`config.mk`:
```
export PLATFORM = sky130hd
export DESIGN_NAME = incr_rr_arbiter_flat
export DESIGN_NICKNAME = d
export VERILOG_FILES = /design/src/rtl/incr_rr_arbiter_pkg.sv /design/src/rtl/incr_rr_arbiter_if.sv /design/src/rtl/incr_rr_arbiter_rr_grant.sv /design/src/rtl/n_bit_one_adder.sv /design/src/rtl/incr_rr_arbiter.sv /design/src/flat_wrapper.sv
export SDC_FILE = /design/constraint.sdc
export NUM_CORES = 1
export LEC_CHECK = 0
export CELL_PAD_IN_SITES_DETAIL_PLACEMENT = 0
export CELL_PAD_IN_SITES_GLOBAL_PLACEMENT = 1
export CORE_ASPECT_RATIO = 1.75
export CORE_MARGIN = 2
export CORE_UTILIZATION = 35
export CTS_CLUSTER_DIAMETER = 150
export DETAILED_ROUTE_END_ITERATION = 10
export PLACE_DENSITY_LB_ADDON = 0.1
export SYNTH_ARGS = -nofsm -noshare
export SYNTH_HDL_FRONTEND = slang
export SYNTH_HIERARCHICAL = 1
export SYNTH_SLANG_ARGS = --single-unit
```
`constraint.sdc`:
```
create_clock -name clk -period 7.2 [get_ports clk]
set_input_delay 1.44 -clock clk [delete_from_list [all_inputs] [get_ports clk]]
set_output_delay 1.44 -clock clk [all_outputs]
set_load 0.01 [all_outputs]
```
`src/rtl/incr_rr_arbiter_pkg.sv`:
```
// Shared definitions for the round-robin incrementer arbiter.
// The optional saturation mode is selected with INCR_RR_ARBITER_SATURATE_EN.
package incr_rr_arbiter_pkg;

   localparam int RR_PTR_RST = 0;

   // A single requester still needs a 1-bit id/pointer field.
   function automatic int id_w(input int r);
      int w;
      w = $clog2(r);
      return (w < 1) ? 1 : w;
   endfunction

   // Response record at the block's default geometry (N=8, R=4); the top
   // builds the same layout from its own parameters.
   typedef struct packed {
      logic [7:0] sum;
      logic       cout;
      logic [1:0] id;
   } resp_t;

endpackage

```
`src/rtl/incr_rr_arbiter_if.sv`:
```
// Request/response bus between incrementer clients and incr_rr_arbiter.
// master = client side, slave = arbiter side.
interface incr_rr_arbiter_if
   import incr_rr_arbiter_pkg::*;
#(
   parameter int N   = 8,
   parameter int R   = 4,
   parameter int IDW = id_w(R)
);
   logic [R-1:0]   req_valid;
   logic [R*N-1:0] req_a;
   logic [R-1:0]   req_cin;
   logic [R-1:0]   req_ready;
   logic           resp_valid;
   logic           resp_ready;
   logic [N-1:0]   resp_sum;
   logic           resp_cout;
   logic [IDW-1:0] resp_id;

   modport master (
      output req_valid, req_a, req_cin, resp_ready,
      input  req_ready, resp_valid, resp_sum, resp_cout, resp_id
   );

   modport slave (
      input  req_valid, req_a, req_cin, resp_ready,
      output req_ready, resp_valid, resp_sum, resp_cout, resp_id
   );
endinterface

```
`src/rtl/incr_rr_arbiter_rr_grant.sv`:
```
// Combinational round-robin grant: first valid requester at or after rr_ptr_i,
// wrapping modulo R; produces a one-hot grant and its encoded index.
module rr_grant #(
   parameter int R   = 4,
   parameter int IDW = 2
) (
   input  logic [R-1:0]   req_valid_i,
   input  logic [IDW-1:0] rr_ptr_i,
   output logic [R-1:0]   gnt_oh_o,
   output logic [IDW-1:0] gnt_idx_o,
   output logic           gnt_vld_o
);
   int             j;
   logic [IDW-1:0] idx;

   // Scan from the farthest candidate back to rr_ptr so the nearest one wins.
   always_comb begin
      gnt_oh_o  = '0;
      gnt_idx_o = '0;
      gnt_vld_o = 1'b0;
      j         = 0;
      idx       = '0;
      for (int k = R - 1; k >= 0; k--) begin
         j = int'(rr_ptr_i) + k;
         if (j >= R) j = j - R;
         idx = IDW'(j);
         if (req_valid_i[idx]) begin
            gnt_oh_o      = '0;
            gnt_oh_o[idx] = 1'b1;
            gnt_idx_o     = idx;
            gnt_vld_o     = 1'b1;
         end
      end
   end
endmodule

```
`src/rtl/n_bit_one_adder.sv`:
```
// Combinational N-bit incrementer cell: {cout, SUM} = A + cin.
module n_bit_one_adder #(
   parameter int N = 8
) (
   input  logic [N-1:0] A,
   input  logic         cin,
   output logic [N-1:0] SUM,
   output logic         cout
);
   assign {cout, SUM} = {1'b0, A} + {{N{1'b0}}, cin};
endmodule

```
`src/rtl/incr_rr_arbiter.sv`:
```
// Round-robin arbiter sharing one n_bit_one_adder among R requesters, with a
// single registered result slot. Optional: INCR_RR_ARBITER_SATURATE_EN.
module incr_rr_arbiter
   import incr_rr_arbiter_pkg::*;
#(
   parameter int N     = 8,
   parameter int R     = 4,
   parameter int CNT_W = 16
) (
   input  logic             clk,
   input  logic             reset,
   incr_rr_arbiter_if.slave bus,
   output logic [CNT_W-1:0] op_count
`ifdef INCR_RR_ARBITER_SATURATE_EN
   ,
   output logic             sat_flag
`endif
);
   localparam int IDW = id_w(R);

   typedef struct packed {
      logic [N-1:0]   sum;
      logic           cout;
      logic [IDW-1:0] id;
   } slot_t;

   slot_t            resp_q, resp_d;
   logic             resp_valid_q;
   logic [IDW-1:0]   rr_ptr_q, rr_ptr_d;
   logic [CNT_W-1:0] op_count_q;

   logic [R-1:0]     gnt_oh;
   logic [IDW-1:0]   gnt_idx;
   logic             gnt_vld;
   logic             slot_free, accept, drain;
   logic [N-1:0]     a_sel, add_sum;
   logic             cin_sel, add_cout;

   rr_grant #(.R(R), .IDW(IDW)) u_grant (
      .req_valid_i (bus.req_valid),
      .rr_ptr_i    (rr_ptr_q),
      .gnt_oh_o    (gnt_oh),
      .gnt_idx_o   (gnt_idx),
      .gnt_vld_o   (gnt_vld)
   );

   assign slot_free     = !resp_valid_q || bus.resp_ready;
   assign accept        = slot_free && gnt_vld;
   assign drain         = resp_valid_q && bus.resp_ready;
   assign bus.req_ready = accept ? gnt_oh : '0;

   assign a_sel   = bus.req_a[gnt_idx*N +: N];
   assign cin_sel = bus.req_cin[gnt_idx];

   n_bit_one_adder #(.N(N)) u_add (
      .A    (a_sel),
      .cin  (cin_sel),
      .SUM  (add_sum),
      .cout (add_cout)
   );

   always_comb begin
      resp_d.cout = add_cout;
      resp_d.id   = gnt_idx;
`ifdef INCR_RR_ARBITER_SATURATE_EN
      resp_d.sum  = add_cout ? '1 : add_sum;
`else
      resp_d.sum  = add_sum;
`endif
      rr_ptr_d    = (int'(gnt_idx) == R - 1) ? '0 : gnt_idx + IDW'(1);
   end

   // A simultaneous drain and accept simply overwrites the slot.
   always_ff @(posedge clk or posedge reset) begin
      if (reset) begin
         resp_q       <= '0;
         resp_valid_q <= 1'b0;
         rr_ptr_q     <= IDW'(RR_PTR_RST);
         op_count_q   <= '0;
      end else begin
         if (accept) begin
            resp_q       <= resp_d;
            resp_valid_q <= 1'b1;
            rr_ptr_q     <= rr_ptr_d;
         end else if (drain) begin
            resp_valid_q <= 1'b0;
         end
         if (drain) op_count_q <= op_count_q + CNT_W'(1);
      end
   end

`ifdef INCR_RR_ARBITER_SATURATE_EN
   logic sat_q;

   always_ff @(posedge clk or posedge reset) begin
      if (reset)       sat_q <= 1'b0;
      else if (accept) sat_q <= add_cout;
      else if (drain)  sat_q <= 1'b0;
   end

   assign sat_flag = sat_q;
`endif

   assign bus.resp_valid = resp_valid_q;
   assign bus.resp_sum   = resp_q.sum;
   assign bus.resp_cout  = resp_q.cout;
   assign bus.resp_id    = resp_q.id;
   assign op_count       = op_count_q;
endmodule

```
`src/flat_wrapper.sv`:
```
// flat-port wrapper written by rule: the top's interface ports become plain ports
module incr_rr_arbiter_flat import incr_rr_arbiter_pkg::*;
#(
   parameter int N     = 8,
   parameter int R     = 4,
   parameter int CNT_W = 16
)
  (clk, reset, op_count, bus_req_valid, bus_req_a, bus_req_cin, bus_resp_ready, bus_req_ready, bus_resp_valid, bus_resp_sum, bus_resp_cout, bus_resp_id);
  incr_rr_arbiter_if #(.N(N), .R(R)) bus_i ();
  input  logic clk;
  input  logic reset;
  output logic [CNT_W-1:0] op_count;
  input wire logic [$bits(bus_i.req_valid)-1:0] bus_req_valid;
  input wire logic [$bits(bus_i.req_a)-1:0] bus_req_a;
  input wire logic [$bits(bus_i.req_cin)-1:0] bus_req_cin;
  input wire logic [$bits(bus_i.resp_ready)-1:0] bus_resp_ready;
  output wire logic [$bits(bus_i.req_ready)-1:0] bus_req_ready;
  output wire logic [$bits(bus_i.resp_valid)-1:0] bus_resp_valid;
  output wire logic [$bits(bus_i.resp_sum)-1:0] bus_resp_sum;
  output wire logic [$bits(bus_i.resp_cout)-1:0] bus_resp_cout;
  output wire logic [$bits(bus_i.resp_id)-1:0] bus_resp_id;
  assign bus_i.req_valid = bus_req_valid;
  assign bus_i.req_a = bus_req_a;
  assign bus_i.req_cin = bus_req_cin;
  assign bus_i.resp_ready = bus_resp_ready;
  assign bus_req_ready = bus_i.req_ready;
  assign bus_resp_valid = bus_i.resp_valid;
  assign bus_resp_sum = bus_i.resp_sum;
  assign bus_resp_cout = bus_i.resp_cout;
  assign bus_resp_id = bus_i.resp_id;
  incr_rr_arbiter #(.N(N), .R(R), .CNT_W(CNT_W)) u_core (.clk(clk), .reset(reset), .bus(bus_i), .op_count(op_count));
endmodule
```
# Word level (Yosys, flattened, before mapping)
# Cells that the tools add are included.
[word_totals]
register_bits = 30
input_bits = 43
output_inout_bits = 32
elab_cells = 78
[op_classes]
add_sub_neg = 10
n_lt_le_gt_ge = 13
n_eq_ne = 1
shifts = 1
mux = 38
n_reduce_logical = 9
[ops]
columns = ["cell", "count"]
rows = [
  ["indexed part select 32 x 6 -> 8 bit", 1],
  ["two-way mux 4 bit", 5],
  ["two-way mux 2 bit", 9],
  ["adder 16 x 1 -> 16 bit (second input constant)", 1],
  ["less-than comparator 2 x 3 -> 1 bit (second input constant)", 5],
  ["two-way mux 1 bit", 15],
  ["binary-select mux 1 bit (select 2 bit)", 5],
  ["adder 8 x 1 -> 9 bit", 1],
  ["greater-or-equal comparator 3 bit (second input constant)", 3],
  ["demux 1 bit (select 2 bit)", 4],
  ["greater-or-equal comparator 2 x 1 -> 1 bit (second input constant)", 4],
  ["subtractor 2 x 1 -> 2 bit (second input constant)", 4],
  ["adder 2 x 2 -> 3 bit (second input constant)", 2],
  ["logical AND 1 bit", 6],
  ["adder 2 x 1 -> 3 bit (second input constant)", 1],
  ["greater-or-equal comparator 2 x 3 -> 1 bit (second input constant)", 1],
  ["adder 2 x 1 -> 2 bit (second input constant)", 1],
  ["equality test 2 x 1 -> 1 bit (second input constant)", 1],
  ["nonzero test 2 bit", 1],
  ["logical NOT 1 bit", 1],
  ["logical OR 1 bit", 1],
]

# Logic depth before layout (Yosys ltp)
[depth]
word_depth = 12
mapped_depth = 14
ltp_nobuf = 12

# Hierarchy
# Netlist, hierarchy kept.
[modules_own_cells]
columns = ["mod", "instances", "cells_each", "area_per_inst_um2", "seq_area_each_um2"]
rows = [
  ["incr_rr_arbiter", 1, 107, 1524.0, 750.7],
  ["rr_grant", 1, 85, 683.2, 0.0],
  ["n_bit_one_adder", 1, 16, 137.6, 0.0],
]

# Worst setup path after synthesis
# No wires, ideal clock.
[synth_timing]
path_type = "input port to flip-flop"
startpoint = "input bus_req_valid[0]"
endpoint = "register u_core.resp_q, in the netlist u_core/bus.resp_cout"
setup_time_ps = 128
arrival_ps = 4042
t_required_ps = 7072
setup_slack_ps = 3030
cell_stages = 11
path_buffers = 2
cell_sequence = "buf_6 -> mux2_4 -> a21oi_1 -> o32ai_1 -> a211oi_2 -> buf_4 -> mux4_2 -> ha_1 -> ha_1 -> and4_2 -> mux2_1"
[synth_via]
elab_cells_between_ends = 21
cone_classes = "add/sub (1); shift (1); mux (18); reduce/logical (1)"
[synth_lines]
columns = ["item", "line_no", "rtl"]
rows = [
  ["start: declaration", "flat_wrapper.sv:13", "input wire logic [$bits(bus_i.req_valid)-1:0] bus_req_valid;"],
  ["binary-select mux 1 bit (select 2 bit)", "incr_rr_arbiter_rr_grant.sv:27", "if (req_valid_i[idx]) begin"],
  ["two-way mux 1 bit (not written as such)", "incr_rr_arbiter_rr_grant.sv:27", ""],
  ["two-way mux 2 bit (3 in a row)", "incr_rr_arbiter_rr_grant.sv:27", ""],
  ["two-way mux 2 bit (*)", "incr_rr_arbiter_rr_grant.sv:27", ""],
  ["net u_core.gnt_idx[0]", "incr_rr_arbiter.sv:33", "logic [IDW-1:0] gnt_idx;"],
  ["indexed part select 32 x 6 -> 8 bit (*)", "incr_rr_arbiter.sv:52", "assign a_sel = bus.req_a[gnt_idx*N +: N];"],
  ["net u_core.a_sel[0]", "incr_rr_arbiter.sv:36", "logic [N-1:0] a_sel, add_sum;"],
  ["adder 8 x 1 -> 9 bit (*)", "n_bit_one_adder.sv:10", "assign {cout, SUM} = {1'b0, A} + {{N{1'b0}}, cin};"],
  ["net u_core.add_cout", "incr_rr_arbiter.sv:37", "logic cin_sel, add_cout;"],
  ["end signal: assignment", "incr_rr_arbiter.sv:82", "resp_q <= resp_d;"],
  ["end: declaration", "incr_rr_arbiter.sv:27", "slot_t resp_q, resp_d;"],
]
# The timed path passes the listed nets; every way through them passes the cells marked *. The select of a mux whose other input is x is not followed.
# A chain may end at the register's enable or synchronous reset.

# Worst setup path in the final report
[layout_timing]
startpoint = "input bus_req_valid[0]"
endpoint = "output bus_req_ready[2]"
[layout_via]
elab_cells_between_ends = 18
cone_classes = "mux (17); reduce/logical (1)"
[layout_lines]
columns = ["item", "line_no", "rtl"]
rows = [
  ["binary-select mux 1 bit (select 2 bit)", "incr_rr_arbiter_rr_grant.sv:27", ""],
  ["two-way mux 1 bit (not written as such)", "incr_rr_arbiter_rr_grant.sv:27", ""],
  ["two-way mux 4 bit (3 in a row)", "incr_rr_arbiter_rr_grant.sv:27", ""],
  ["two-way mux 4 bit (*)", "incr_rr_arbiter_rr_grant.sv:27", ""],
  ["net u_core.gnt_oh[2]", "incr_rr_arbiter.sv:32", "logic [R-1:0] gnt_oh;"],
  ["two-way mux 4 bit (*)", "incr_rr_arbiter.sv:50", "assign bus.req_ready = accept ? gnt_oh : '0;"],
  ["end: declaration", "flat_wrapper.sv:17", "output wire logic [$bits(bus_i.req_ready)-1:0] bus_req_ready;"],
]
# Marks and branches as above.

==> summary.txt <==
GRT
  – First-pass GRT wire length: 9.577 mm
  – Total global-route track usage: 0.1684
  – Overflow after GRT: 0
  – Largest net degree at the start of global routing: 31
  – Antenna violations before repair: 0
  – Via count of the first global-routing pass: between 1.5k and 2k

Critical path
  – Startpoint-to-endpoint class of the critical path: input pin to output pin
  – CP max stage delay: 0.64 ns
  – R2r worst-path depth: 12
  – Crit Path Max Fanout: 11
  – Arr. time, crit path: 3.84 ns
  – Worst path most repeated cell: sky130_fd_sc_hd__clkdlybuf4s50_1
  – Required time of the critical path: 5.76 ns
  – Cells traversed along the worst timing path: clkdlybuf4s50_1 -> mux4_2 -> nor2_1 -> nand3_1 -> a41oi_2 -> and3_1 -> clkdlybuf4s50_1
  – Startpoint kind of the worst setup timing path: input pin
  – Endpoint type of the worst setup path: output pin
  – Cell with the biggest individual delay on the critical path: sky130_fd_sc_hd__clkdlybuf4s50_1

Logic synthesis
  – Flip-flop and latch count after synthesis: 30
  – Cell area after synthesis: 2345 sq um
  – Count of mapped cells out of synthesis: 208
  – Netlist cell types: 45
  – Number of enable flip-flop cells after synthesis: 0
  – Asr flop ratio synth: 1.000
  – Ys flop type: sky130_fd_sc_hd__dfrtp_1
  – Sequential element share of the synthesized area: 0.3202
  – Fraction of synthesized cell area taken by the top area cell type: 0.3202
  – Cell accounting for the most synthesized area: sky130_fd_sc_hd__dfrtp_1
  – Post-synthesis average cell area: 11.27 sq um
  – Warnings, synthesis: 6
  – Top area cells in the synthesized netlist: sky130_fd_sc_hd__dfrtp_1, sky130_fd_sc_hd__mux4_2, sky130_fd_sc_hd__ha_1, sky130_fd_sc_hd__mux2_4, sky130_fd_sc_hd__xnor2_1
  – Post-synth net total: 263

Outcome
  – Status: finished clean

Clock tree
  – Root buffer cell: sky130_fd_sc_hd__clkbuf_16
  – Number of sinks handled by clock tree synthesis: 30
  – Max Buffers Root-to-Sink: 2
  – Clk Latency, worst-skew pair: about 0.28 ns
  – Number of CTS-inserted buffers: 5
  – H-tree level count: 2
  – Postcts setup bufs: 0
  – # resized after CTS: 0
  – Hold-fix buffers, CTS: 0
  – Clock Pin Slew Worst Setup and Hold Paths: 0.05 ns
  – CTS tree: yes

Die
  – Core area: 6490 sq um
  – Die Ht: 112.3 microns
  – Starting density of the core: 0.3613
  – Die outline width: 65.87 microns
  – Number of rows in the core area: 39
  – Number of top-level design ports: between 70 and 80
  – Die Area: 7396 sq um

STA
  – Maximum clock frequency: 189.5 MHz
  – Final Slew Violations: 0
  – Hold Vio Cnt, Final: 0
  – Final clock skew: 0.006624 ns
  – Worst slew slack as a fraction of its limit: 0.4668
  – Post-route fraction of the period consumed by the critical path: 0.7329
  – Setup tns final: 0 ns
  – Worst Hold Slack: between 0.4 and 0.5 ns
  – Final critical path time including I/O delays and setup: 5.277 ns
  – RSZ-0062 raised after global routing: false
  – Setup violation total in the final timing report: 0
  – Slew @ Worst Pin: ~0.8 ns

Hold path
  – Class of the tightest hold or removal check: flop to flop
  – Number of cells traversed by the worst hold path: 1

Routing
  – Number of design rule violations left after detail routing: 0
  – 1st-pass router iterations: 4
  – Average wire length per cell after detail routing: 16.08 microns
  – Routed via count divided by cell count: between 5 and 6
  – Routed wire length: around 5.9 mm
  – DR iter-0 viols: 56
  – Total via count in the routed design: 1892
  – Remaining number of nets flagged by the antenna check after routing: 0

Run
  – Count of max-cap constraint violations: 0

Cells and area
  – Post-layout net count: roughly 340
  – Diode insertion count for antenna repair: 0
  – Final instance area: 3283 sq um
  – Fraction of final layout cells sized beyond drive strength 1: 0.2007
  – Relative area change from synthesis to final layout: 40.02%
  – Utilization after layout: 0.5059
  – Filler-free cell count of the finished design: 366

Power
  – Leakage component of the power: 1.362 nW
  – Maximum ir drop on the vdd rail: ~0.00023 V
  – Total power per unit cell area: 382.7 nW/um^2

Place
  – Final GP Congestion: approximately 0.75
  – Detailed-placement wirelength estimate: about 4.7 mm
  – Area of placed instances: 3132 sq um
  – Count of port buffers added during placement: 74
  – Count of placed standard cells including taps: 358
## synthesized netlist by cell type (3+ instances only)
master	n
sky130_fd_sc_hd__nand2_1	14
sky130_fd_sc_hd__a21oi_1	3
sky130_fd_sc_hd__ha_1	12
sky130_fd_sc_hd__a31oi_1	4
sky130_fd_sc_hd__dfrtp_1	30
sky130_fd_sc_hd__inv_1	9
sky130_fd_sc_hd__nor2_1	16
sky130_fd_sc_hd__mux2_4	10
sky130_fd_sc_hd__o211ai_1	4
sky130_fd_sc_hd__a41oi_2	4
sky130_fd_sc_hd__xnor2_1	14
sky130_fd_sc_hd__buf_2	3
sky130_fd_sc_hd__nand2b_1	3
sky130_fd_sc_hd__mux2_1	5
sky130_fd_sc_hd__mux2_2	3
sky130_fd_sc_hd__nand4_1	6
sky130_fd_sc_hd__mux4_2	10
sky130_fd_sc_hd__and3_1	6
sky130_fd_sc_hd__xor2_1	7
sky130_fd_sc_hd__buf_6	5
sky130_fd_sc_hd__nand3_1	10
## where the power goes
group / total (mW) / leakage (nW) / internal [mW] / switching, mW
Sequential: 0.296 / 0.376 / 0.223 / 0.0730
Combinational: 0.753 / 0.913 / 0.402 / 0.351
Clock: 0.208 / 0.0729 / 0.136 / 0.0714
## path summary, 6_finish.rpt
kind	slack, ns	from	to
hold / removal	0.47	u_core/op_count[15]	u_core/op_count[15]
hold reg to reg	0.47	u_core/op_count[15]	u_core/op_count[15]
min in group asynchronous	1.55	reset	u_core/op_count[8]
max in group asynchronous	5.36	reset	u_core/bus.resp_sum[3]
setup / recovery	1.92	bus_req_valid[0]	bus_req_ready[2]
setup reg to reg	2.83	u_core/rr_ptr_q[0]	u_core/bus.resp_cout
## metal layers
metal,global-route usage,vias up,share of wire
met1,0.1706,904,0.34
li1,-,913,-
met5,0,-,0
met2,0.3178,62,0.57
met4,0.08333,0,0.035
met3,0.02705,13,0.048
## worst max-delay path, delay by kind of cell
kind            cells  cell delay, ns
buf+inv             2            1.17
simple gates        3            0.39
compound gates      1            0.22
mux                 1            0.61
## layout make-up
class / instances / area [sq um]
tap: 82 / 102.6
clock buffer: 6 / 138.9
timing repair buffer: 77 / 763.2
clock inverter: 2 / 12.51
fill: 598 / 3207
inverter: 9 / 33.78
sequential: 30 / 750.7
multi-input combinational: 160 / 1481
## metrics by stage
step,worst slack (ns),total power [mW]
6_report,1.923,1.256
5_1_grt,1.798,1.348
4_1_cts,1.911,1.274
3_5_place_dp,1.919,1.060
3_3_place_gp,1.935,1.056
2_1_floorplan,3.030,0.8108
## state kept, by name (all words and copies together) (netlist names)
signal and flops:
u_core/bus.resp_cout 1, u_core/bus.resp_id 2, u_core/bus.resp_sum 8, u_core/bus.resp_valid 1
u_core/op_count 16, u_core/rr_ptr_q 2
## cell usage in the layout, fill, tap and decap left out, drive strengths merged, types with 6 or more instances in the layout
cell type and count:
clkdlybuf4s50 74, dfrtp 30, nor2 18, mux2 18
nand2 17, xnor2 14, ha 12, nand3 11
mux4 10, inv 9, xor2 7, nand4 7
and3 7, clkbuf 6
## cells by family (layout without fill, tap and decap cells)
kind of cell,Yosys count,count (layout),share of synthesized area
adders and majority gates,12,12,0.06403
muxes,32,32,0.2241
buffers and inverters,18,94,0.04802
and+or+nand+nor,71,71,0.1718
AOI/OAI and AO/OA,24,24,0.09338
DFF,30,30,0.3202
xor gates and xnor gates,21,21,0.07844
No activity file was read; power rests on OpenSTA's default activity.
